--- config.mk ---
export PLATFORM = sky130hd
export DESIGN_NAME = mmio_gpio_bank_flat
export DESIGN_NICKNAME = d
export VERILOG_FILES = /design/src/rtl/mmio_gpio_bank_if.sv /design/src/rtl/mmio_gpio_bank.sv /design/src/flat_wrapper.sv
export SDC_FILE = /design/constraint.sdc
export NUM_CORES = 1
export LEC_CHECK = 0
export CAP_MARGIN = 20
export CORE_ASPECT_RATIO = 0.8
export CORE_MARGIN = 3
export CORE_UTILIZATION = 45
export CTS_BUF_LIST = sky130_fd_sc_hd__clkbuf_4 sky130_fd_sc_hd__clkbuf_8
export CTS_CLUSTER_DIAMETER = 80
export CTS_CLUSTER_SIZE = 10
export DETAILED_ROUTE_END_ITERATION = 6
export GPL_TIMING_DRIVEN = 0
export PLACE_DENSITY = 0.68
export SLEW_MARGIN = 20
export SYNTH_ARGS = -nofsm -noshare
export SYNTH_HDL_FRONTEND = slang
export SYNTH_SLANG_ARGS = --single-unit
--- constraint.sdc ---
create_clock -name clk -period 2.3 [get_ports clk]
set_input_delay 0.23 -clock clk [delete_from_list [all_inputs] [get_ports clk]]
set_output_delay 0.23 -clock clk [all_outputs]
set_load 0.01 [all_outputs]
--- src/rtl/mmio_gpio_bank_if.sv ---
// -----------------------------------------------------------------------------
// mmio_gpio_bank_if
//   Bus bundle between the core's address/store-data path, data memory and
//   the memory-mapped GPIO bank.
//
//   we        core -> bank   store strobe (MemWrite)
//   addr      core -> bank   ALU result address
//   wdata     core -> bank   store data
//   mem_rdata mem  -> bank   read data from data memory
//   rdata     bank -> core   load data to the result mux
//   hit       bank -> core   addr falls inside the bank window
//   mem_we    bank -> mem    write enable forwarded to data memory
// -----------------------------------------------------------------------------
interface mmio_gpio_bank_if #(
    parameter int DATA_W = 8,
    parameter int ADDR_W = 8
);
    logic              we;
    logic [ADDR_W-1:0] addr;
    logic [DATA_W-1:0] wdata;
    logic [DATA_W-1:0] mem_rdata;
    logic [DATA_W-1:0] rdata;
    logic              hit;
    logic              mem_we;

    modport master (
        output we, addr, wdata, mem_rdata,
        input  rdata, hit, mem_we
    );

    modport slave (
        input  we, addr, wdata, mem_rdata,
        output rdata, hit, mem_we
    );
endinterface

--- src/rtl/mmio_gpio_bank.sv ---
// -----------------------------------------------------------------------------
// mmio_gpio_bank
//   N_CH memory-mapped parallel I/O channels, DATA_W bits each. Every channel
//   has four registers at BASE_ADDR + 4*ch + reg:
//     0 OUT  (r/w, drives pin_out)   1 IN   (r/o, debounced pin_in)
//     2 EDGE (r / write-1-to-clear)  3 MASK (r/w, enables EDGE into irq)
//   Inputs pass a 2-flop synchroniser and a per-channel debouncer before
//   reaching IN; 0->1 transitions of IN are latched in EDGE.
//
//   clk      system clock, rising edge
//   rst      synchronous reset, active-high
//   bus      slave side of the core / data-memory bus (see mmio_gpio_bank_if)
//   pin_in   external inputs, channel c at [c*DATA_W +: DATA_W]
//   pin_out  external outputs, channel c at [c*DATA_W +: DATA_W]
//   irq      OR of EDGE & MASK over all channels
// -----------------------------------------------------------------------------
module mmio_gpio_bank #(
    parameter int DATA_W     = 8,
    parameter int ADDR_W     = 8,
    parameter int N_CH       = 2,
    parameter int BASE_ADDR  = 'hF0,
    parameter int DEB_CYCLES = 4
) (
    input  logic                   clk,
    input  logic                   rst,
    mmio_gpio_bank_if.slave        bus,
    input  logic [N_CH*DATA_W-1:0] pin_in,
    output logic [N_CH*DATA_W-1:0] pin_out,
    output logic                   irq
);
    // With DEB_CYCLES = 0 the counter still needs one bit to exist.
    localparam int CNT_W = (DEB_CYCLES > 0) ? $clog2(DEB_CYCLES + 1) : 1;
    localparam int CH_W  = (N_CH > 1) ? $clog2(N_CH) : 1;

    // Window bounds carry one extra bit so a window ending at the top of the
    // address space does not wrap.
    localparam logic [ADDR_W:0]  WIN_LO  = (ADDR_W+1)'(BASE_ADDR);
    localparam logic [ADDR_W:0]  WIN_HI  = (ADDR_W+1)'(BASE_ADDR + 4*N_CH);
    localparam logic [CNT_W-1:0] DEB_MAX = CNT_W'(DEB_CYCLES);

    localparam logic [1:0] REG_OUT  = 2'd0;
    localparam logic [1:0] REG_IN   = 2'd1;
    localparam logic [1:0] REG_EDGE = 2'd2;
    localparam logic [1:0] REG_MASK = 2'd3;

    // ---------------- address decode ----------------
    logic [ADDR_W-1:0] offset;
    logic [CH_W-1:0]   ch_sel;
    logic [1:0]        reg_sel;
    logic              hit;
    logic              wr_bank;

    assign offset  = bus.addr - ADDR_W'(BASE_ADDR);
    assign ch_sel  = CH_W'(offset >> 2);
    assign reg_sel = offset[1:0];
    assign hit     = ({1'b0, bus.addr} >= WIN_LO) && ({1'b0, bus.addr} < WIN_HI);
    assign wr_bank = bus.we && hit;

    assign bus.hit    = hit;
    assign bus.mem_we = bus.we && !hit;

    // ---------------- per-channel state ----------------
    logic [DATA_W-1:0] out_q  [N_CH];
    logic [DATA_W-1:0] in_q   [N_CH];
    logic [DATA_W-1:0] edge_q [N_CH];
    logic [DATA_W-1:0] mask_q [N_CH];
    logic [DATA_W-1:0] s1_q   [N_CH];
    logic [DATA_W-1:0] s2_q   [N_CH];
    logic [DATA_W-1:0] cand_q [N_CH];
    logic [CNT_W-1:0]  cnt_q  [N_CH];

    logic [DATA_W-1:0] edge_nxt [N_CH];
    logic [N_CH-1:0]   accept;
    logic [DATA_W-1:0] rd_bank;

    // Debouncer accepts the candidate once it has matched the synchronised
    // input for DEB_CYCLES consecutive edges. On the accepting edge the
    // rising bits are set in EDGE; the set term is ORed in after the W1C
    // mask so a simultaneous clear never loses a new edge.
    always_comb begin
        // NOTE: every output of this block gets a default before any
        // conditional logic, so no path can leave a latch behind.
        accept = '0;
        for (int c = 0; c < N_CH; c++) begin
            accept[c]   = (s2_q[c] == cand_q[c]) && !(cnt_q[c] < DEB_MAX);
            edge_nxt[c] = (edge_q[c]
                           & ~((wr_bank && ch_sel == CH_W'(c) && reg_sel == REG_EDGE)
                               ? bus.wdata : '0))
                          | (accept[c] ? (cand_q[c] & ~in_q[c]) : '0);
        end
    end

    always_ff @(posedge clk) begin
        if (rst) begin
            // NOTE: these arrays are small flop banks, not RAM, so every
            // entry is cleared; reset may arrive mid-debounce.
            for (int c = 0; c < N_CH; c++) begin
                out_q[c]  <= '0;
                in_q[c]   <= '0;
                edge_q[c] <= '0;
                mask_q[c] <= '0;
                s1_q[c]   <= '0;
                s2_q[c]   <= '0;
                cand_q[c] <= '0;
                cnt_q[c]  <= '0;
            end
        end else begin
            // NOTE: non-blocking assignments keep s1 -> s2 -> cand a true
            // pipeline; blocking ones would collapse it into one stage.
            for (int c = 0; c < N_CH; c++) begin
                s1_q[c] <= pin_in[c*DATA_W +: DATA_W];
                s2_q[c] <= s1_q[c];

                if (s2_q[c] != cand_q[c]) begin
                    cand_q[c] <= s2_q[c];
                    cnt_q[c]  <= '0;
                end else if (cnt_q[c] < DEB_MAX) begin
                    cnt_q[c] <= cnt_q[c] + 1'b1;
                end else begin
                    in_q[c] <= cand_q[c];
                end

                edge_q[c] <= edge_nxt[c];

                if (wr_bank && ch_sel == CH_W'(c)) begin
                    if (reg_sel == REG_OUT)  out_q[c]  <= bus.wdata;
                    if (reg_sel == REG_MASK) mask_q[c] <= bus.wdata;
                end
            end
        end
    end

    // ---------------- outputs ----------------
    always_comb begin
        pin_out = '0;
        irq     = 1'b0;
        rd_bank = '0;
        for (int c = 0; c < N_CH; c++) begin
            pin_out[c*DATA_W +: DATA_W] = out_q[c];
            irq = irq | (|(edge_q[c] & mask_q[c]));
            if (ch_sel == CH_W'(c)) begin
                case (reg_sel)
                    REG_OUT:  rd_bank = out_q[c];
                    REG_IN:   rd_bank = in_q[c];
                    REG_EDGE: rd_bank = edge_q[c];
                    default:  rd_bank = mask_q[c];
                endcase
            end
        end
    end

    assign bus.rdata = hit ? rd_bank : bus.mem_rdata;

endmodule

--- src/flat_wrapper.sv ---
// flat-port wrapper written by rule: the top's interface ports become plain ports
module mmio_gpio_bank_flat 
#(
    parameter int DATA_W     = 8,
    parameter int ADDR_W     = 8,
    parameter int N_CH       = 2,
    parameter int BASE_ADDR  = 'hF0,
    parameter int DEB_CYCLES = 4
)
  (clk, rst, pin_in, pin_out, irq, bus_we, bus_addr, bus_wdata, bus_mem_rdata, bus_rdata, bus_hit, bus_mem_we);
  mmio_gpio_bank_if #(.DATA_W(DATA_W), .ADDR_W(ADDR_W)) bus_i ();
  input  logic clk;
  input  logic rst;
  input  logic [N_CH*DATA_W-1:0] pin_in;
  output logic [N_CH*DATA_W-1:0] pin_out;
  output logic irq;
  input wire logic [$bits(bus_i.we)-1:0] bus_we;
  input wire logic [$bits(bus_i.addr)-1:0] bus_addr;
  input wire logic [$bits(bus_i.wdata)-1:0] bus_wdata;
  input wire logic [$bits(bus_i.mem_rdata)-1:0] bus_mem_rdata;
  output wire logic [$bits(bus_i.rdata)-1:0] bus_rdata;
  output wire logic [$bits(bus_i.hit)-1:0] bus_hit;
  output wire logic [$bits(bus_i.mem_we)-1:0] bus_mem_we;
  assign bus_i.we = bus_we;
  assign bus_i.addr = bus_addr;
  assign bus_i.wdata = bus_wdata;
  assign bus_i.mem_rdata = bus_mem_rdata;
  assign bus_rdata = bus_i.rdata;
  assign bus_hit = bus_i.hit;
  assign bus_mem_we = bus_i.mem_we;
  mmio_gpio_bank #(.DATA_W(DATA_W), .ADDR_W(ADDR_W), .N_CH(N_CH), .BASE_ADDR(BASE_ADDR), .DEB_CYCLES(DEB_CYCLES)) u_core (.clk(clk), .rst(rst), .bus(bus_i), .pin_in(pin_in), .pin_out(pin_out), .irq(irq));
endmodule
==> insert_results.sql, run 1 <==
INSERT INTO impl_metrics (metric_group, metric, value, unit) VALUES
('run_status', 'run_status', 'finished clean', ''),
('pwr', 'power.static_leakage', '2.46', 'nW'),
('timing', 'setup-violations-final', '0', ''),
('critical_path', 'required', '2.48', 'ns'),
('job', 'max_cap_viol_count', '0', ''),
('synthesis', 'ys.flop_type', 'sky130_fd_sc_hd__edfxtp_1', ''),
('timing', 'final_min_period_over_clock_period', '0.967', ''),
('critical_path', 'worstRegToRegCells', '5', ''),
('synthesis', 'synth-edff-count', '70', ''),
('timing', 'grt_setup_unrepaired', 'no', ''),
('final_layout', 'final_cell_count_no_fill', '643', ''),
('pwr', 'clkPwrFrac', '0.432', ''),
('timing', 'clock-skew-final', '0.00887', 'ns'),
('routing', 'post_drt_via_cell_ratio', '5.44', ''),
('synthesis', 'portion_of_synthesized_cell_area_occupied_by_the_leading_cell_type', '0.400', ''),
('clock_tree', 'clkTransAtPathRegs', '0.07', 'ns'),
('global_route', 'grt_usage', '0.186', ''),
('critical_path', 'timing.critical_path.to', 'u_core.cand_q[0][11]$_SDFFCE_PN0P_', ''),
('clock_tree', 'root_buffer', 'sky130_fd_sc_hd__clkbuf_8', ''),
('clock_tree', 'tritoncts.num_buffers', '17', ''),
('routing', 'drtAntennaViolNets', '0', ''),
('timing', 'final.hold.worst_slack', '0.352', 'ns'),
('global_route', 'overflow', '0', ''),
('timing', 'timing.final.max_slew_violations', '0', ''),
('timing', 'report.final.hold_viol_count', '0', ''),
('critical_path', 'crit-reg2reg-capture', 'u_core.cand_q[0][11]$_SDFFCE_PN0P_', ''),
('global_route', 'largest_net_degree_at_the_start_of_global_routing', '20', ''),
('floorplanning', 'initial_utilization', '0.472', ''),
('critical_path', 'reg2reg_setup_slack', '0.08', 'ns'),
('critical_path', 'crit_path_max_fanout', '10', ''),
('synthesis', 'avgSynthCellArea', '13.1', 'um^2'),
('critical_path', 'timing.rr.start', 'u_core.cand_q[0][1]$_SDFFCE_PN0P_', ''),
('critical_path', 'cp_data_arrival_time', '2.40', 'ns'),
('synthesis', 'netlist_instances', '402', ''),
('final_layout', 'finalNetCount', '531', ''),
('synthesis', 'synth_top_area_cell', 'sky130_fd_sc_hd__edfxtp_1', ''),
('critical_path', 'critPathCaptureType', 'flop', ''),
('critical_path', 'critPathLaunchType', 'flop', ''),
('synthesis', 'synth.area.top_cells', 'sky130_fd_sc_hd__edfxtp_1 40%, sky130_fd_sc_hd__dfxtp_1 18%, sky130_fd_sc_hd__mux4_2 5.1%, sky130_fd_sc_hd__nor2b_1 4.0%, sky130_fd_sc_hd__and2_1 3.8%', ''),
('floorplanning', 'die-area', '13000', 'um^2'),
('floorplanning', 'die_y', '103', 'um'),
('final_layout', 'areaGrowthSynthToFinish', '26.1', '%'),
('synthesis', 'postSynth.asyncResetShare', '0', ''),
('routing', 'detail_route.first_pass.iterations', '5', ''),
('synthesis', 'syn-num-nets', '447', ''),
('floorplanning', 'placement_rows', '34', ''),
('clock_tree', 'clock_insertion_delay_worst_skew', '0.43', 'ns'),
('timing', 'maximum_achievable_frequency', '450', 'MHz'),
('clock_tree', 'post-cts-setup-buffer-count', '0', ''),
('timing', 'final_period_minus_worst_setup_slack', '2.22', 'ns'),
('timing', 'max_slew_margin', '0.364', ''),
('critical_path', 'critical_path.startpoint', 'u_core.cand_q[0][1]$_SDFFCE_PN0P_', ''),
('synthesis', 'yosysUniqueCellTypes', '50', ''),
('routing', 'detail_route.wirelength', '11700', 'um'),
('synthesis', 'synth.cell_area', '5260', 'um^2'),
('final_layout', 'share_of_post_route_cells_with_drive_strength_above_1', '0.190', ''),
('timing', 'setup_tns_final', '0', 'ns'),
('pwr', 'switching_share', '0.223', ''),
('synthesis', 'number_of_synthesized_register_bits', '118', ''),
('pwr', 'internal_power', '4.12', 'mW'),
('clock_tree', 'clock-sinks', '118', ''),
('critical_path', 'critical_path_class', 'reg2reg', ''),
('pwr', 'power.density_cell_area', '798', 'nW/um^2'),
('global_route', 'first_global_vias', '3472', ''),
('floorplanning', 'placeableCoreArea', '11100', 'um^2'),
('place', 'placed_cells', '612', ''),
('clock_tree', 'htree_num_levels', '4', ''),
('clock_tree', 'cts_tree', 'done', ''),
('floorplanning', 'floorplan.die.width', '127', 'um'),
('timing', 'worst_slew_pin_slew', '0.947', 'ns'),
('routing', 'num_vias', '3497', '');
Yosys cell counts (2+ instances only):
cell type	count
sky130_fd_sc_hd__nor2_1	10
sky130_fd_sc_hd__dfxtp_1	48
sky130_fd_sc_hd__edfxtp_1	70
sky130_fd_sc_hd__a21boi_0	5
sky130_fd_sc_hd__nor4_1	2
sky130_fd_sc_hd__a21oi_1	7
sky130_fd_sc_hd__a22o_1	4
sky130_fd_sc_hd__nor4b_1	5
sky130_fd_sc_hd__nand3_1	2
sky130_fd_sc_hd__nor4_2	4
sky130_fd_sc_hd__o21ai_2	8
sky130_fd_sc_hd__mux2_2	2
sky130_fd_sc_hd__a31oi_1	2
sky130_fd_sc_hd__nand2_1	3
sky130_fd_sc_hd__and4b_1	2
sky130_fd_sc_hd__clkbuf_1	15
sky130_fd_sc_hd__buf_1	2
sky130_fd_sc_hd__mux2i_1	8
sky130_fd_sc_hd__ha_1	2
sky130_fd_sc_hd__nand2b_1	15
sky130_fd_sc_hd__or2_2	2
sky130_fd_sc_hd__nand4_1	2
sky130_fd_sc_hd__nand3b_1	2
sky130_fd_sc_hd__xor2_1	16
sky130_fd_sc_hd__and2_1	32
sky130_fd_sc_hd__a311o_1	16
sky130_fd_sc_hd__buf_4	3
sky130_fd_sc_hd__nor2b_1	34
sky130_fd_sc_hd__mux4_2	12
sky130_fd_sc_hd__a31o_2	4
sky130_fd_sc_hd__nand4b_2	2
sky130_fd_sc_hd__and3b_1	2
sky130_fd_sc_hd__buf_2	4
sky130_fd_sc_hd__o21ai_0	7
sky130_fd_sc_hd__a221oi_1	4
sky130_fd_sc_hd__buf_6	2
sky130_fd_sc_hd__nor3_1	2
sky130_fd_sc_hd__inv_1	16
sky130_fd_sc_hd__o21ai_1	3
sky130_fd_sc_hd__a21boi_2	11
area by class of cell:
class	instances	area [um^2]	share of cell area
sequential	118	3060	0.462
multi-input combinational	242	2040	0.308
timing repair buffer	66	651	0.0981
clock buffer	20	269	0.0405
clock inverter	12	223	0.0336
tap	144	180	0.0272
buffer	25	148	0.0223
inverter	16	60.1	0.00905
registers in the layout, summed over array words and instances, names as in the netlist:
| signal | flops |
|---|---|
| u_core.cand_q | 16 |
| u_core.edge_q | 16 |
| u_core.in_q | 16 |
| u_core.mask_q | 16 |
| u_core.out_q | 16 |
| u_core.s1_q | 16 |
| u_core.s2_q | 16 |
| u_core.cnt_q | 6 |
per-stage QoR:
stage | util | cell area [um^2] | setup WS (ns) | power (mW)
6_report | 0.595 | 6640 | 0.0755 | 5.29
5_1_grt | 0.595 | 6640 | 0.00236 | 5.48
4_1_cts | 0.593 | 6600 | 0.00148 | 5.30
3_5_place_dp | 0.547 | 6100 | -0.576 | 3.04
3_3_place_gp | 0.547 | 6100 | -0.462 | 3.02
2_1_floorplan | - | 5260 | 0.473 | 2.80
per-layer routing:
| metal | global-route usage | share of wire |
|---|---|---|
| met1 | 0.232 | 0.42 |
| met2 | 0.307 | 0.47 |
| met3 | 0.0709 | 0.099 |
| met4 | 0.0552 | 0.0096 |
| met5 | 0 | 0 |
critical path: stages, from the launching register on:
cell                       delay [ns]
sky130_fd_sc_hd__edfxtp_1        0.45
sky130_fd_sc_hd__xor2_1          0.20
sky130_fd_sc_hd__nor4_2          0.55
sky130_fd_sc_hd__a41oi_2         0.29
sky130_fd_sc_hd__clkbuf_1        0.26
sky130_fd_sc_hd__and2_1          0.22
power groups by stage:
stage                     sequential [mW]  clock (mW)  combinational, mW
after floorplan                      2.48           0              0.323
after global placement               2.51           0              0.513
after detailed placement             2.52           0              0.527
after CTS                            2.47        2.30              0.524
after global routing                 2.48        2.40              0.592
final                                2.47        2.28              0.540
kinds of logic after synthesis:
group | Yosys count | share of synthesized area
buf+inv | 42 | 0.0359
compound gates | 78 | 0.125
mux | 22 | 0.0709
simple gates | 124 | 0.154
flops | 118 | 0.582
xor+xnor | 16 | 0.0266
fa+ha+maj | 2 | 0.00476
worst min path at each step:
| stage | from | endpoint | slack, ns | cells past startpoint |
|---|---|---|---|---|
| detailed placement | u_core.s1_q[0][12]$_SDFF_PP0_ | u_core.s2_q[0][12]$_SDFF_PP0_ | 0.42 | 1 |
| global placement | u_core.s1_q[0][12]$_SDFF_PP0_ | u_core.s2_q[0][12]$_SDFF_PP0_ | 0.42 | 1 |
| floorplan | pin_in[0] | u_core.s1_q[0][0]$_SDFF_PP0_ | 0.36 | 1 |
| global route | pin_in[3] | u_core.s1_q[0][3]$_SDFF_PP0_ | 0.33 | 2 |
| CTS | pin_in[12] | u_core.s1_q[0][12]$_SDFF_PP0_ | 0.34 | 2 |
| finish | pin_in[14] | u_core.s1_q[0][14]$_SDFF_PP0_ | 0.35 | 2 |
what timing repair did:
item	CTS	global route
cloned	0	0
resized for setup	18	6
hold endpoints to repair	0	0
pin swaps	0	0
setup endpoints to repair	18	14
No activity file was read; power rests on OpenSTA's default activity.
==> run 2, diff against run 1 <==
- CORE_MARGIN: 3 -> 1
==> insert_results.sql, run 2 (same netlist as run 1, synthesis figures left out) <==
INSERT INTO impl_metrics (metric_group, metric, value, unit) VALUES
('timing', 'post-route-worst-setup-slack', '0.107', 'ns'),
('pwr', 'power.density_cell_area', '745', 'nW/um^2'),
('critical_path', 'critPathLaunchType', 'primary input', ''),
('routing', 'drc', '0', ''),
('place', 'io_buffer_count', '66', ''),
('timing', 'report.final.hold_viol_count', '0', ''),
('run_status', 'run_status', 'finished clean', ''),
('place', 'pre_cts_ws', '-0.537', 'ns'),
('final_layout', 'areaGrowthSynthToFinish', '24.7', '%'),
('critical_path', 'critPathCaptureType', 'output pin', ''),
('timing', 'setup_tns_final', '0', 'ns'),
('global_route', 'largest_net_degree_at_the_start_of_global_routing', '20', ''),
('routing', 'post_drt_via_cell_ratio', '5.42', ''),
('final_layout', 'diodes', '0', ''),
('final_layout', 'post_route_utilization', '0.591', ''),
('global_route', 'first_global_vias', '3476', ''),
('global_route', 'overflow', '0', ''),
('pwr', 'ir_worst_vdd', '0.000458', 'V'),
('routing', 'detail_route.first_pass.iterations', '5', ''),
('floorplanning', 'placement_rows', '34', ''),
('floorplanning', 'initial_utilization', '0.474', ''),
('floorplanning', 'die_y', '98.7', 'um'),
('timing', 'setup-violations-final', '0', ''),
('floorplanning', 'num_io_pins', '70', ''),
('routing', 'avgRoutedWirePerCell', '18.2', 'um'),
('routing', 'detail_route.wirelength', '11700', 'um'),
('critical_path', 'critical_path_class', 'in2out', ''),
('timing', 'maximum_achievable_frequency', '456', 'MHz'),
('clock_tree', 'clkTransAtPathRegs', '0.07', 'ns'),
('timing', 'final_period_minus_worst_setup_slack', '2.19', 'ns'),
('place', 'placement.cell_area', '6100', 'um^2'),
('final_layout', 'final_cell_count_no_fill', '644', ''),
('timing', 'max_slew_margin', '0.465', ''),
('routing', 'num_vias', '3493', ''),
('timing', 'grt_setup_unrepaired', 'no', ''),
('timing', 'timing.final.max_slew_violations', '0', ''),
('clock_tree', 'root_buffer', 'sky130_fd_sc_hd__clkbuf_8', ''),
('final_layout', 'finalInstanceArea', '6560', 'um^2'),
('pwr', 'power.static_leakage', '2.45', 'nW'),
('global_route', 'antenna_found_initial', '0', ''),
('routing', 'drtAntennaViolNets', '0', ''),
('place', 'placed_cells', '612', ''),
('place', 'placer_congestion_estimate', '0.900', ''),
('routing', 'drt-initial-drc-count', '211', ''),
('clock_tree', 'cts.hold.buffers_added', '0', ''),
('final_layout', 'share_of_post_route_cells_with_drive_strength_above_1', '0.190', ''),
('place', 'hpwlAfterDp', '8800', 'um'),
('job', 'max_cap_viol_count', '0', ''),
('clock_tree', 'tritoncts.num_buffers', '17', ''),
('clock_tree', 'htree_num_levels', '4', ''),
('timing', 'clock-skew-final', '0.0120', 'ns'),
('final_layout', 'final_common_cell', 'sky130_fd_sc_hd__edfxtp_1', ''),
('floorplanning', 'floorplan.die.width', '123', 'um'),
('pwr', 'finalPower', '4.88', 'mW'),
('floorplanning', 'placeableCoreArea', '11100', 'um^2'),
('timing', 'final.hold.worst_slack', '0.340', 'ns'),
('clock_tree', 'clock_path_buffers', '2', ''),
('timing', 'worst_slew_pin_slew', '0.797', 'ns'),
('clock_tree', 'clock-sinks', '118', ''),
('critical_path', 'crit_path_max_fanout', '19', ''),
('final_layout', 'mostFrequentLayoutCells', '70 x sky130_fd_sc_hd__edfxtp_1, 57 x sky130_fd_sc_hd__clkdlybuf4s50_1, 47 x sky130_fd_sc_hd__dfxtp_1', ''),
('critical_path', 'required', '2.07', 'ns'),
('critical_path', 'cp_data_arrival_time', '1.96', 'ns'),
('floorplanning', 'die-area', '12100', 'um^2'),
('global_route', 'grt_usage', '0.209', ''),
('clock_tree', 'cts_tree', 'done', ''),
('final_layout', 'finalNetCount', '532', ''),
('global_route', 'first_pass_grt_wire_length', '18300', 'um'),
('clock_tree', 'clock_insertion_delay_worst_skew', '0.44', 'ns'),
('timing', 'final_min_period_over_clock_period', '0.953', ''),
('hold_path', 'hp-class', 'in2reg', '');
[run 2: cell types whose count changed in the layout (fill, tap and decap cells not counted), sizes merged]
cell and change:
dlymetal6s2s +2, clkbuf +3, dlygate4sd2 -1, bufinv -4, buf +1, inv +1
clkdlybuf4s50 -1
[run 2: final timing paths]
kind                                                           end  slack, ns  cells after the start                              start
worst max-delay path                                       bus_hit       0.11                      5                        bus_addr[6]
worst min-delay path                  u_core.s1_q[0][6]$_SDFF_PP0_       0.34                      2                          pin_in[6]
worst max register to register  u_core.cand_q[0][10]$_SDFFCE_PN0P_       0.24                      5  u_core.cand_q[0][5]$_SDFFCE_PN0P_
worst min register to register       u_core.s2_q[0][12]$_SDFF_PP0_       0.44                      1      u_core.s1_q[0][12]$_SDFF_PP0_
[run 2: power breakdown]
| part | internal (mW) | switching (mW) |
|---|---|---|
| registers | 2.37 | 0.100 |
| clock network | 1.05 | 0.807 |
| logic | 0.283 | 0.277 |
[run 2: final cells by class]
| type | instances | area [um^2] |
|---|---|---|
| timing repair buffer | 67 | 664 |
| multi-input combinational | 242 | 2060 |
| tap | 144 | 180 |
| sequential | 118 | 3060 |
| fill | 878 | 4540 |
| inverter | 16 | 60.1 |
| clock inverter | 9 | 103 |
| buffer | 25 | 143 |
| clock buffer | 23 | 285 |
[run 2: repair_timing]
item,in CTS,in global routing
setup endpoints to repair,11,17
gates resized for setup,18,6
setup buffers,1,0
[run 2: critical path, cell delays in order]
cell	delay [ns]
sky130_fd_sc_hd__clkdlybuf4s50_1	0.45
sky130_fd_sc_hd__nand4_1	0.14
sky130_fd_sc_hd__nor2_2	0.14
sky130_fd_sc_hd__clkbuf_2	0.38
sky130_fd_sc_hd__clkdlybuf4s50_1	0.61
[run 2: per-layer routing]
layer  vias up  share of wire  track usage
li1       1660              -            -
met1      1645           0.43        0.271
met2       167           0.46        0.327
met3        21          0.088       0.0579
met4         0          0.021       0.0938
met5         -              0            0
==> run 3, diff against run 2 <==
- GPL_ROUTABILITY_DRIVEN: unset -> 0
==> insert_results.sql, run 3 (same netlist as run 1, synthesis figures left out) <==
INSERT INTO impl_metrics (metric_group, metric, value, unit) VALUES
('clock_tree', 'clock-sinks', '118', ''),
('clock_tree', 'root_buffer', 'sky130_fd_sc_hd__clkbuf_8', ''),
('global_route', 'overflow', '0', ''),
('timing', 'post-route-worst-setup-slack', '0.0939', 'ns'),
('place', 'pre_cts_ws', '-0.540', 'ns'),
('critical_path', 'cp_data_arrival_time', '2.29', 'ns'),
('clock_tree', 'htree_num_levels', '4', ''),
('hold_path', 'hp-class', 'in2reg', ''),
('clock_tree', 'cts_tree', 'done', ''),
('routing', 'drtAntennaViolNets', '0', ''),
('critical_path', 'critical_path_class', 'in2reg', ''),
('final_layout', 'areaGrowthSynthToFinish', '25.5', '%'),
('routing', 'detail_route.first_pass.iterations', '5', ''),
('pwr', 'switching_share', '0.237', ''),
('floorplanning', 'initial_utilization', '0.474', ''),
('global_route', 'first_global_vias', '3471', ''),
('critical_path', 'cp_slowest_stage_delay', '0.55', 'ns'),
('final_layout', 'post_route_utilization', '0.595', ''),
('timing', 'final_min_period_over_clock_period', '0.959', ''),
('floorplanning', 'num_io_pins', '70', ''),
('routing', 'drc', '0', ''),
('timing', 'clock-skew-final', '0.0109', 'ns'),
('clock_tree', 'clock_insertion_delay_worst_skew', '0.44', 'ns'),
('timing', 'max_slew_margin', '0.424', ''),
('final_layout', 'share_of_post_route_cells_with_drive_strength_above_1', '0.187', ''),
('clock_tree', 'cells_resized_by_post_cts_repair', '15', ''),
('critical_path', 'crit_chain', 'clkdlybuf4s50_1 > clkbuf_1 > clkbuf_1 > a41o_1', ''),
('floorplanning', 'die_y', '98.7', 'um'),
('critical_path', 'cp.buffers_inverters', '3', ''),
('place', 'io_buffer_count', '66', ''),
('timing', 'grt_setup_unrepaired', 'no', ''),
('place', 'hpwlAfterDp', '8770', 'um'),
('pwr', 'switchingPower', '1.22', 'mW'),
('run_status', 'run_status', 'finished clean', ''),
('critical_path', 'required', '2.39', 'ns'),
('pwr', 'ir_worst_vdd', '0.000643', 'V'),
('pwr', 'finalPower', '5.17', 'mW'),
('clock_tree', 'clock_path_buffers', '2', ''),
('critical_path', 'critPathCaptureType', 'flop', ''),
('final_layout', 'finalNetCount', '530', ''),
('timing', 'worst_slew_pin_slew', '0.857', 'ns'),
('pwr', 'power.density_cell_area', '783', 'nW/um^2'),
('global_route', 'antenna_found_initial', '0', ''),
('routing', 'num_vias', '3587', ''),
('clock_tree', 'cts.hold.buffers_added', '0', ''),
('floorplanning', 'placeableCoreArea', '11100', 'um^2'),
('floorplanning', 'placement_rows', '34', ''),
('timing', 'maximum_achievable_frequency', '453', 'MHz'),
('global_route', 'grt_usage', '0.211', ''),
('pwr', 'seq_power_share', '0.478', ''),
('pwr', 'power.static_leakage', '2.47', 'nW'),
('pwr', 'power.combinational.fraction', '0.106', ''),
('timing', 'setup-violations-final', '0', ''),
('timing', 'timing.final.max_slew_violations', '0', ''),
('critical_path', 'critPathTopFamily', 'buffers and inverters', ''),
('floorplanning', 'die-area', '12100', 'um^2'),
('timing', 'final_period_minus_worst_setup_slack', '2.21', 'ns'),
('clock_tree', 'post-cts-setup-buffer-count', '0', ''),
('pwr', 'clkPwrFrac', '0.416', ''),
('routing', 'post_drt_via_cell_ratio', '5.59', ''),
('critical_path', 'worst_path_most_repeated_cell', 'sky130_fd_sc_hd__clkbuf_1', ''),
('final_layout', 'mostFrequentLayoutCells', '70 x sky130_fd_sc_hd__edfxtp_1, 57 x sky130_fd_sc_hd__clkdlybuf4s50_1, 47 x sky130_fd_sc_hd__dfxtp_1', ''),
('global_route', 'first_pass_grt_wire_length', '18200', 'um'),
('final_layout', 'final_common_cell', 'sky130_fd_sc_hd__edfxtp_1', ''),
('pwr', 'internal_power', '3.95', 'mW'),
('timing', 'report.final.hold_viol_count', '0', ''),
('critical_path', 'crit_path_max_fanout', '10', ''),
('routing', 'detail_route.wirelength', '11800', 'um'),
('critical_path', 'critPathLaunchType', 'primary input', ''),
('critical_path', 'worst_path_max_delay_cell', 'sky130_fd_sc_hd__clkbuf_1', ''),
('routing', 'avgRoutedWirePerCell', '18.4', 'um'),
('final_layout', 'fillers', '887', ''),
('clock_tree', 'tritoncts.num_buffers', '17', ''),
('final_layout', 'diodes', '0', ''),
('job', 'max_cap_viol_count', '0', ''),
('clock_tree', 'clkTransAtPathRegs', '0.07', 'ns'),
('floorplanning', 'floorplan.die.width', '123', 'um'),
('routing', 'drt-initial-drc-count', '311', ''),
('global_route', 'largest_net_degree_at_the_start_of_global_routing', '20', '');
[run 3: changes by cell type in the layout (fill, tap and decap cells not counted)]
cell	before	now
sky130_fd_sc_hd__buf_4	6	5
sky130_fd_sc_hd__bufinv_16	2	4
sky130_fd_sc_hd__clkbuf_1	12	11
sky130_fd_sc_hd__clkbuf_4	5	1
sky130_fd_sc_hd__clkbuf_8	19	21
sky130_fd_sc_hd__clkinv_4	1	3
sky130_fd_sc_hd__inv_4	3	0
sky130_fd_sc_hd__inv_6	0	1
sky130_fd_sc_hd__nor2_1	9	10
sky130_fd_sc_hd__nor2_2	1	0
sky130_fd_sc_hd__nor4_2	0	1
sky130_fd_sc_hd__nor4_4	4	3
[run 3: layer usage]
metal / share of wire / GRT usage
met3: 0.095 / 0.0694
met5: 0 / 0
met2: 0.47 / 0.327
met4: 0.021 / 0.0901
met1: 0.42 / 0.270
[run 3: area by class of cell]
type / count / area [um^2] / area share
buffer: 24 / 133 / 0.0201
clock buffer: 21 / 289 / 0.0438
clock inverter: 11 / 170 / 0.0258
inverter: 16 / 60.1 / 0.00910
multi-input combinational: 242 / 2050 / 0.310
sequential: 118 / 3060 / 0.464
tap: 144 / 180 / 0.0273
timing repair buffer: 66 / 657 / 0.0995
[run 3: power groups by stage]
stage	Sequential, mW	Clock, mW	Combinational (mW)
floorplan	2.48	0	0.323
detailed placement	2.52	0	0.521
CTS	2.47	2.17	0.517
global placement	2.51	0	0.511
finish	2.47	2.15	0.548
global route	2.48	2.29	0.593
[run 3: worst paths after layout]
check,from,to,slack [ns],cells after the start
worst max-delay path,rst,u_core.out_q[0][9]$_DFFE_PP_,0.09,4
worst min-delay path,pin_in[8],u_core.s1_q[0][8]$_SDFF_PP0_,0.34,2
worst max register to register,u_core.cand_q[0][9]$_SDFFCE_PN0P_,u_core.cand_q[0][15]$_SDFFCE_PN0P_,0.18,5
worst min register to register,u_core.s1_q[0][0]$_SDFF_PP0_,u_core.s2_q[0][0]$_SDFF_PP0_,0.43,1
[run 3: metrics by stage]
| stage | cell area [um^2] | cells | hold slack [ns] | TNS (ns) |
|---|---|---|---|---|
| after floorplan | 5260 | 402 | 0.358 | 0 |
| after global placement | 6100 | 612 | 0.419 | -11.86 |
| after detailed placement | 6100 | 612 | 0.420 | -16.21 |
| after CTS | 6570 | 642 | 0.314 | 0 |
| after global routing | 6600 | 642 | 0.306 | 0 |
| final | 6600 | 642 | 0.341 | 0 |
==> RTL edit 1 (flow settings as in run 3) <==
Put a register stage on the output `pin_out`, without a reset. The value now appears one clock later. The other outputs are not delayed to match.
--- a/src/rtl/mmio_gpio_bank.sv
+++ b/src/rtl/mmio_gpio_bank.sv
@@ -44,2 +44,4 @@
     localparam logic [1:0] REG_MASK = 2'd3;
+
+    logic [N_CH*DATA_W-1:0] pin_d;
 
@@ -134,3 +136,3 @@
     always_comb begin
-        pin_out = '0;
+        pin_d = '0;
         irq     = 1'b0;
@@ -138,3 +140,3 @@
         for (int c = 0; c < N_CH; c++) begin
-            pin_out[c*DATA_W +: DATA_W] = out_q[c];
+            pin_d[c*DATA_W +: DATA_W] = out_q[c];
             irq = irq | (|(edge_q[c] & mask_q[c]));
@@ -153,2 +155,6 @@
 
+    always_ff @(posedge clk) begin
+        pin_out <= pin_d;
+    end
+
 endmodule
Behaviour: not the same (Yosys sat finds a counterexample within 4 cycles, from zero or initial values).
==> RTL edit 1 against run 3 <==
Worst setup slack better by 0.040 ns; critical path type is now register to register; largest power group unchanged; sequential power increased by 12%; area after synthesis grew 6.1%; sequential cell count rose by 16; cell area is 4.0% higher; wire length grew 0.90%; power up 2.1%; sequential share of layout area grew 2.9 points.
==> RTL edit 1: results (changes against run 3) <==
{
  "ir_worst_vdd": {"value": 0.4214, "unit": "mV", "change": "-34%"},
  "drtPass1Iterations": {"value": 4, "change": "-1"},
  "hold_slack": {"value": 0.3443, "unit": "ns", "change": "+0.002872 ns"},
  "route.vias.total": {"value": 3550, "change": "-1.0%"},
  "global_route.usage.total": {"value": 20.00, "unit": "%", "change": "-1.1 points"},
  "cellLeakagePower": {"value": 0.002573, "unit": "µW", "change": "+4.4%"},
  "synth_area_leaders": "sky130_fd_sc_hd__edfxtp_1, sky130_fd_sc_hd__dfxtp_1, sky130_fd_sc_hd__mux4_2",
  "regToRegEndpoint": "u_core.cand_q[0][6]$_SDFFCE_PN0P_",
  "post_synth_xor_area_fraction": {"value": 2.511, "unit": "%", "change": "-0.15 points"},
  "switching_power_total": {"value": 1254, "unit": "µW", "change": "+2.5%"},
  "async_reset_ff_share": {"value": 0, "unit": "%", "change": "unchanged"},
  "worst_setup_hold_path_clk_slew_ns": 0.08,
  "clk_path_buf_depth": {"value": 2, "change": "unchanged"},
  "first_global_vias": {"value": 3418, "change": "-1.5%"},
  "synth_enable_flop_cells": {"value": 70, "change": "unchanged"},
  "synth_compound_area_share": {"value": 11.81, "unit": "%", "change": "-0.72 points"},
  "final.fill_count": {"value": 968, "change": "+9.1%"},
  "deepest_level_of_the_cts_h_tree": {"value": 4, "change": "unchanged"},
  "initialDrtViolationCount": {"value": 262, "change": "-16%"},
  "timing.reg2reg.worst_path_depth": {"value": 5, "change": "unchanged"},
  "final.setup_skew": {"value": 0.009673, "unit": "ns", "change": "-0.001184 ns"},
  "critical_path.max_stage_delay": {"value": 0.51, "unit": "ns", "change": "-0.04 ns"},
  "yosys-top-cells-count": "sky130_fd_sc_hd__edfxtp_1, sky130_fd_sc_hd__dfxtp_1, sky130_fd_sc_hd__nor2b_1",
  "synth.mux.area_fraction": {"value": 6.680, "unit": "%", "change": "-0.41 points"},
  "setup_viol": {"value": 0, "change": "unchanged"},
  "worst-r2r-setup-slack": {"value": 0.13, "unit": "ns", "change": "-0.05 ns"},
  "timing_worst_setup_path_type": "register to register",
  "timing.critical_path.max_delay_family": "simple AND/OR/NAND/NOR gates",
  "yosys.area_share.adder": {"value": 0.4483, "unit": "%", "change": "-0.027 points"},
  "run_status": "finished clean",
  "timing_worst_slew_pin_value": {"value": 0.9396, "unit": "ns", "change": "+0.08244 ns"},
  "drive_above_1_share": {"value": 17.86, "unit": "%", "change": "-0.81 points"},
  "wl_per_cell": {"value": 17.99, "unit": "µm", "change": "-2.3%"},
  "r2r_start": "u_core.cand_q[0][12]$_SDFFCE_PN0P_",
  "dpl.hpwl": {"value": 8927, "unit": "µm", "change": "+1.8%"},
  "synth_nets": {"value": 463, "change": "+3.6%"},
  "synth.yosys.seq_area_share": {"value": 60.61, "unit": "%", "change": "+2.4 points"},
  "worst-endpoint-arrival": {"value": 2.35, "unit": "ns", "change": "+0.06 ns"},
  "grt_pass1_wl": {"value": 18670, "unit": "µm", "change": "+2.3%"},
  "nets": {"value": 547, "change": "+3.2%"},
  "worst_path_max_delay_cell": "sky130_fd_sc_hd__nor4_2"
}
RTL edit 1: what timing repair did:
action,CTS,global route
resized for setup,17,4
setup endpoints to repair,10,11
buffers inserted,0,0
hold buffers,0,0
RTL edit 1: cell families (layout without fill, tap and decap cells):
family | after synthesis | count (layout)
AND/OR/NAND/NOR | 124 | 124
adder cells (fa/ha/maj) | 2 | 2
XOR/XNOR | 16 | 16
AO/OA/AOI/OAI | 78 | 78
flip-flops | 134 | 134
buffers and inverters | 42 | 139
multiplexers | 22 | 22
RTL edit 1: layout make-up:
type,count,area [µm²],share of cell area (%)
Inverter,16,60.06,0.8748
Tap cell,148,185.2,2.697
Buffer,25,146.4,2.132
Sequential cell,134,3383,49.28
Clock buffer,19,249.0,3.627
Clock inverter,13,155.1,2.260
Timing Repair Buffer,66,653.1,9.513
Multi-Input combinational cell,242,2033,29.62
RTL edit 1: worst reg2reg max path, delay by kind of cell, from the launching register on:
| kind | cells | cell delay (ns) |
|---|---|---|
| buf+inv | 1 | 0.26 |
| simple gates | 2 | 0.72 |
| compound gates | 1 | 0.27 |
| flops | 1 | 0.48 |
| xor+xnor | 1 | 0.21 |
RTL edit 1: power groups by stage:
| stage | registers, µW | clock network (µW) | logic, µW |
|---|---|---|---|
| after floorplan | 2780 | 0 | 323 |
| after global placement | 2810 | 0 | 516 |
| after detailed placement | 2820 | 0 | 524 |
| after CTS | 2770 | 2020 | 520 |
| after global routing | 2780 | 2120 | 587 |
| final | 2770 | 1970 | 535 |
RTL edit 1: worst min-delay path by stage:
stage / startpoint / endpoint / depth (start not counted)
after detailed placement: u_core.out_q[0][13]$_DFFE_PP_ / u_core.pin_out[13]$_DFF_P_ / 0
after CTS: pin_in[14] / u_core.s1_q[0][14]$_SDFF_PP0_ / 2
final: pin_in[0] / u_core.s1_q[0][0]$_SDFF_PP0_ / 2
after floorplan: u_core.out_q[0][10]$_DFFE_PP_ / u_core.pin_out[10]$_DFF_P_ / 0
after global routing: pin_in[0] / u_core.s1_q[0][0]$_SDFF_PP0_ / 2
after global placement: u_core.out_q[0][3]$_DFFE_PP_ / u_core.pin_out[3]$_DFF_P_ / 0
RTL edit 1: layer usage:
metal,vias up,part of all wire (%),global-route usage (%)
met5,-,0,0
met4,0,3.0,10.29
met3,29,9.2,4.913
met2,161,45,31.11
met1,1652,43,26.28
li1,1708,-,-
RTL edit 1: metrics by stage:
stage	worst slack [ns]	instance area [µm²]	cells	utilization, %
floorplan	0.4728	5582	418	-
global placement	-0.4719	6427	632	54.56
detailed placement	-0.5536	6427	632	54.56
CTS	0.002813	6839	663	58.06
global route	0.002507	6865	663	58.28
finish	0.1338	6865	663	58.28
==> RTL edit 2 (flow settings as in run 3) <==
Without the edit above. `N_CH` is set to 2 in 2 places; all go to 4.
--- a/src/rtl/mmio_gpio_bank.sv
+++ b/src/rtl/mmio_gpio_bank.sv
@@ -19,3 +19,3 @@
     parameter int ADDR_W     = 8,
-    parameter int N_CH       = 2,
+    parameter int N_CH       = 4,
     parameter int BASE_ADDR  = 'hF0,
--- a/src/flat_wrapper.sv
+++ b/src/flat_wrapper.sv
@@ -5,3 +5,3 @@
     parameter int ADDR_W     = 8,
-    parameter int N_CH       = 2,
+    parameter int N_CH       = 4,
     parameter int BASE_ADDR  = 'hF0,
Ports: changed (resized pin_in and pin_out); port bits go from 70 to 102. The function was not compared with the original's and may differ.
==> RTL edit 2 against run 3 <==
The flow now finishes with violations (setup timing); utilization is 4.1 points lower; cell area is 89% higher; non-clock buffer count increased by 64; power increased by 78%; sequential power rose by 100%; wire length up 120%; synthesized cell count grew 100%; area after synthesis grew 97%; clock skew is 0.012 ns higher; largest cell class unchanged; clock power is 40% higher; worst setup slack got worse by 0.23 ns; first-iteration DRC count increased by 140%; cell count up 98%; sequential cell count up 118.
==> RTL edit 2: results (changes against run 3) <==
{
  "io_buffers": {"value": 97, "change": "+47%"},
  "critical_path.max_stage_delay": {"value": 0.49, "unit": "ns", "change": "-0.06 ns"},
  "dpl.hpwl": {"value": 19480, "unit": "µm", "change": "+120%"},
  "final.setup_skew": {"value": 0.02302, "unit": "ns", "change": "+0.01216 ns"},
  "yosys-top-cells-count": "sky130_fd_sc_hd__edfxtp_1, sky130_fd_sc_hd__and2_1, sky130_fd_sc_hd__dfxtp_1",
  "r2r_start": "u_core.cand_q[1][7]$_SDFFCE_PN0P_",
  "run_status": "complete, but fails checks",
  "failed_checks": "setup timing",
  "worst-r2r-setup-slack": {"value": 0.24, "unit": "ns", "change": "+0.06 ns"},
  "timing.reg2reg.worst_path_depth": {"value": 4, "change": "-1"},
  "clk_latency": {"value": 0.57, "unit": "ns", "change": "+0.13 ns"},
  "place.detailed.instances": {"value": 1207, "change": "+97%"},
  "ir_worst_vdd": {"value": 0.4459, "unit": "mV", "change": "-31%"},
  "drive_above_1_share": {"value": 17.31, "unit": "%", "change": "-1.4 points"},
  "crit_path_max_fanout": {"value": 2, "change": "-8"},
  "first_global_vias": {"value": 6437, "change": "+85%"},
  "cts.repair.resized": {"value": 58, "change": "+43"},
  "dp_worst_setup_slack": {"value": -0.5922, "unit": "ns", "change": "-0.05263 ns"},
  "global_route.usage.total": {"value": 22.75, "unit": "%", "change": "+1.7 points"},
  "synth_nets": {"value": 867, "change": "+94%"},
  "setup_viol": {"value": 8, "change": "+8"},
  "number_of_instances_in_the_synthesized_netlist": {"value": 804, "change": "+100%"},
  "synth_compound_area_share": {"value": 9.030, "unit": "%", "change": "-3.5 points"},
  "hp-start": "pin_in[20]",
  "clk_path_buf_depth": {"value": 3, "change": "+1"},
  "synth.yosys.seq_area_share": {"value": 59.19, "unit": "%", "change": "+0.97 points"},
  "pin_count_of_the_biggest_net_entering_global_routing": {"value": 18, "change": "-10%"},
  "post-cts-setup-buffers": {"value": 4, "change": "+4"},
  "timing.critical_path.max_delay_family": "multiplexers",
  "min_delay_worst_endpoint": "u_core.s1_q[0][20]$_SDFF_PP0_",
  "post_synth_xor_area_fraction": {"value": 2.708, "unit": "%", "change": "+0.044 points"},
  "fin_ws": {"value": -0.1395, "unit": "ns", "change": "-0.2333 ns"}
}
-- RTL edit 2: where the power goes --
| part | switching, µW | total (µW) | internal [µW] |
|---|---|---|---|
| clock network | 1450 | 3010 | 1550 |
| logic | 693 | 1200 | 504 |
| registers | 201 | 5000 | 4790 |
| total | 2350 | 9200 | 6850 |
-- RTL edit 2: cells by family (layout without fill, tap and decap cells) --
| kind of cell | count (synthesis) | in the layout |
|---|---|---|
| buffers and inverters | 108 | 269 |
| XOR/XNOR | 32 | 32 |
| AO/OA/AOI/OAI | 114 | 114 |
| adder cells (fa/ha/maj) | 4 | 4 |
| AND/OR/NAND/NOR | 261 | 261 |
| multiplexers | 49 | 49 |
| flip-flops | 236 | 236 |
-- RTL edit 2: cell type report --
cell class	count	area (µm²)
plain buffers	42	222.7
repair buffers	112	1045
well taps	306	382.9
clock inverters	2	41.29
clock buffers	48	529.3
flip-flops and latches	236	6126
fillers	1918	10040
inverters	65	244.0
multi-input cells	460	3869
-- RTL edit 2: worst max path at each step --
stage | startpoint | to | depth (start not counted)
3_3_place_gp | bus_addr[2] | bus_rdata[1] | 7
5_1_grt | u_core.in_q[2][2]$_SDFFCE_PN0P_ | bus_rdata[2] | 5
3_5_place_dp | bus_addr[2] | bus_rdata[1] | 7
4_1_cts | u_core.in_q[2][0]$_SDFFCE_PN0P_ | bus_rdata[0] | 5
6_report | u_core.in_q[2][2]$_SDFFCE_PN0P_ | bus_rdata[2] | 5
2_1_floorplan | u_core.cand_q[3][6]$_SDFFCE_PN0P_ | u_core.cnt_q[3][1]$_SDFFCE_PN0P_ | 4
-- RTL edit 2: metal layers --
layer	track usage, %	share of wire, %	vias to the layer above
met5	0	0	-
met4	6.647	2.6	0
met3	5.257	11	52
met2	33.40	42	379
met1	33.41	45	3250
li1	-	-	3175
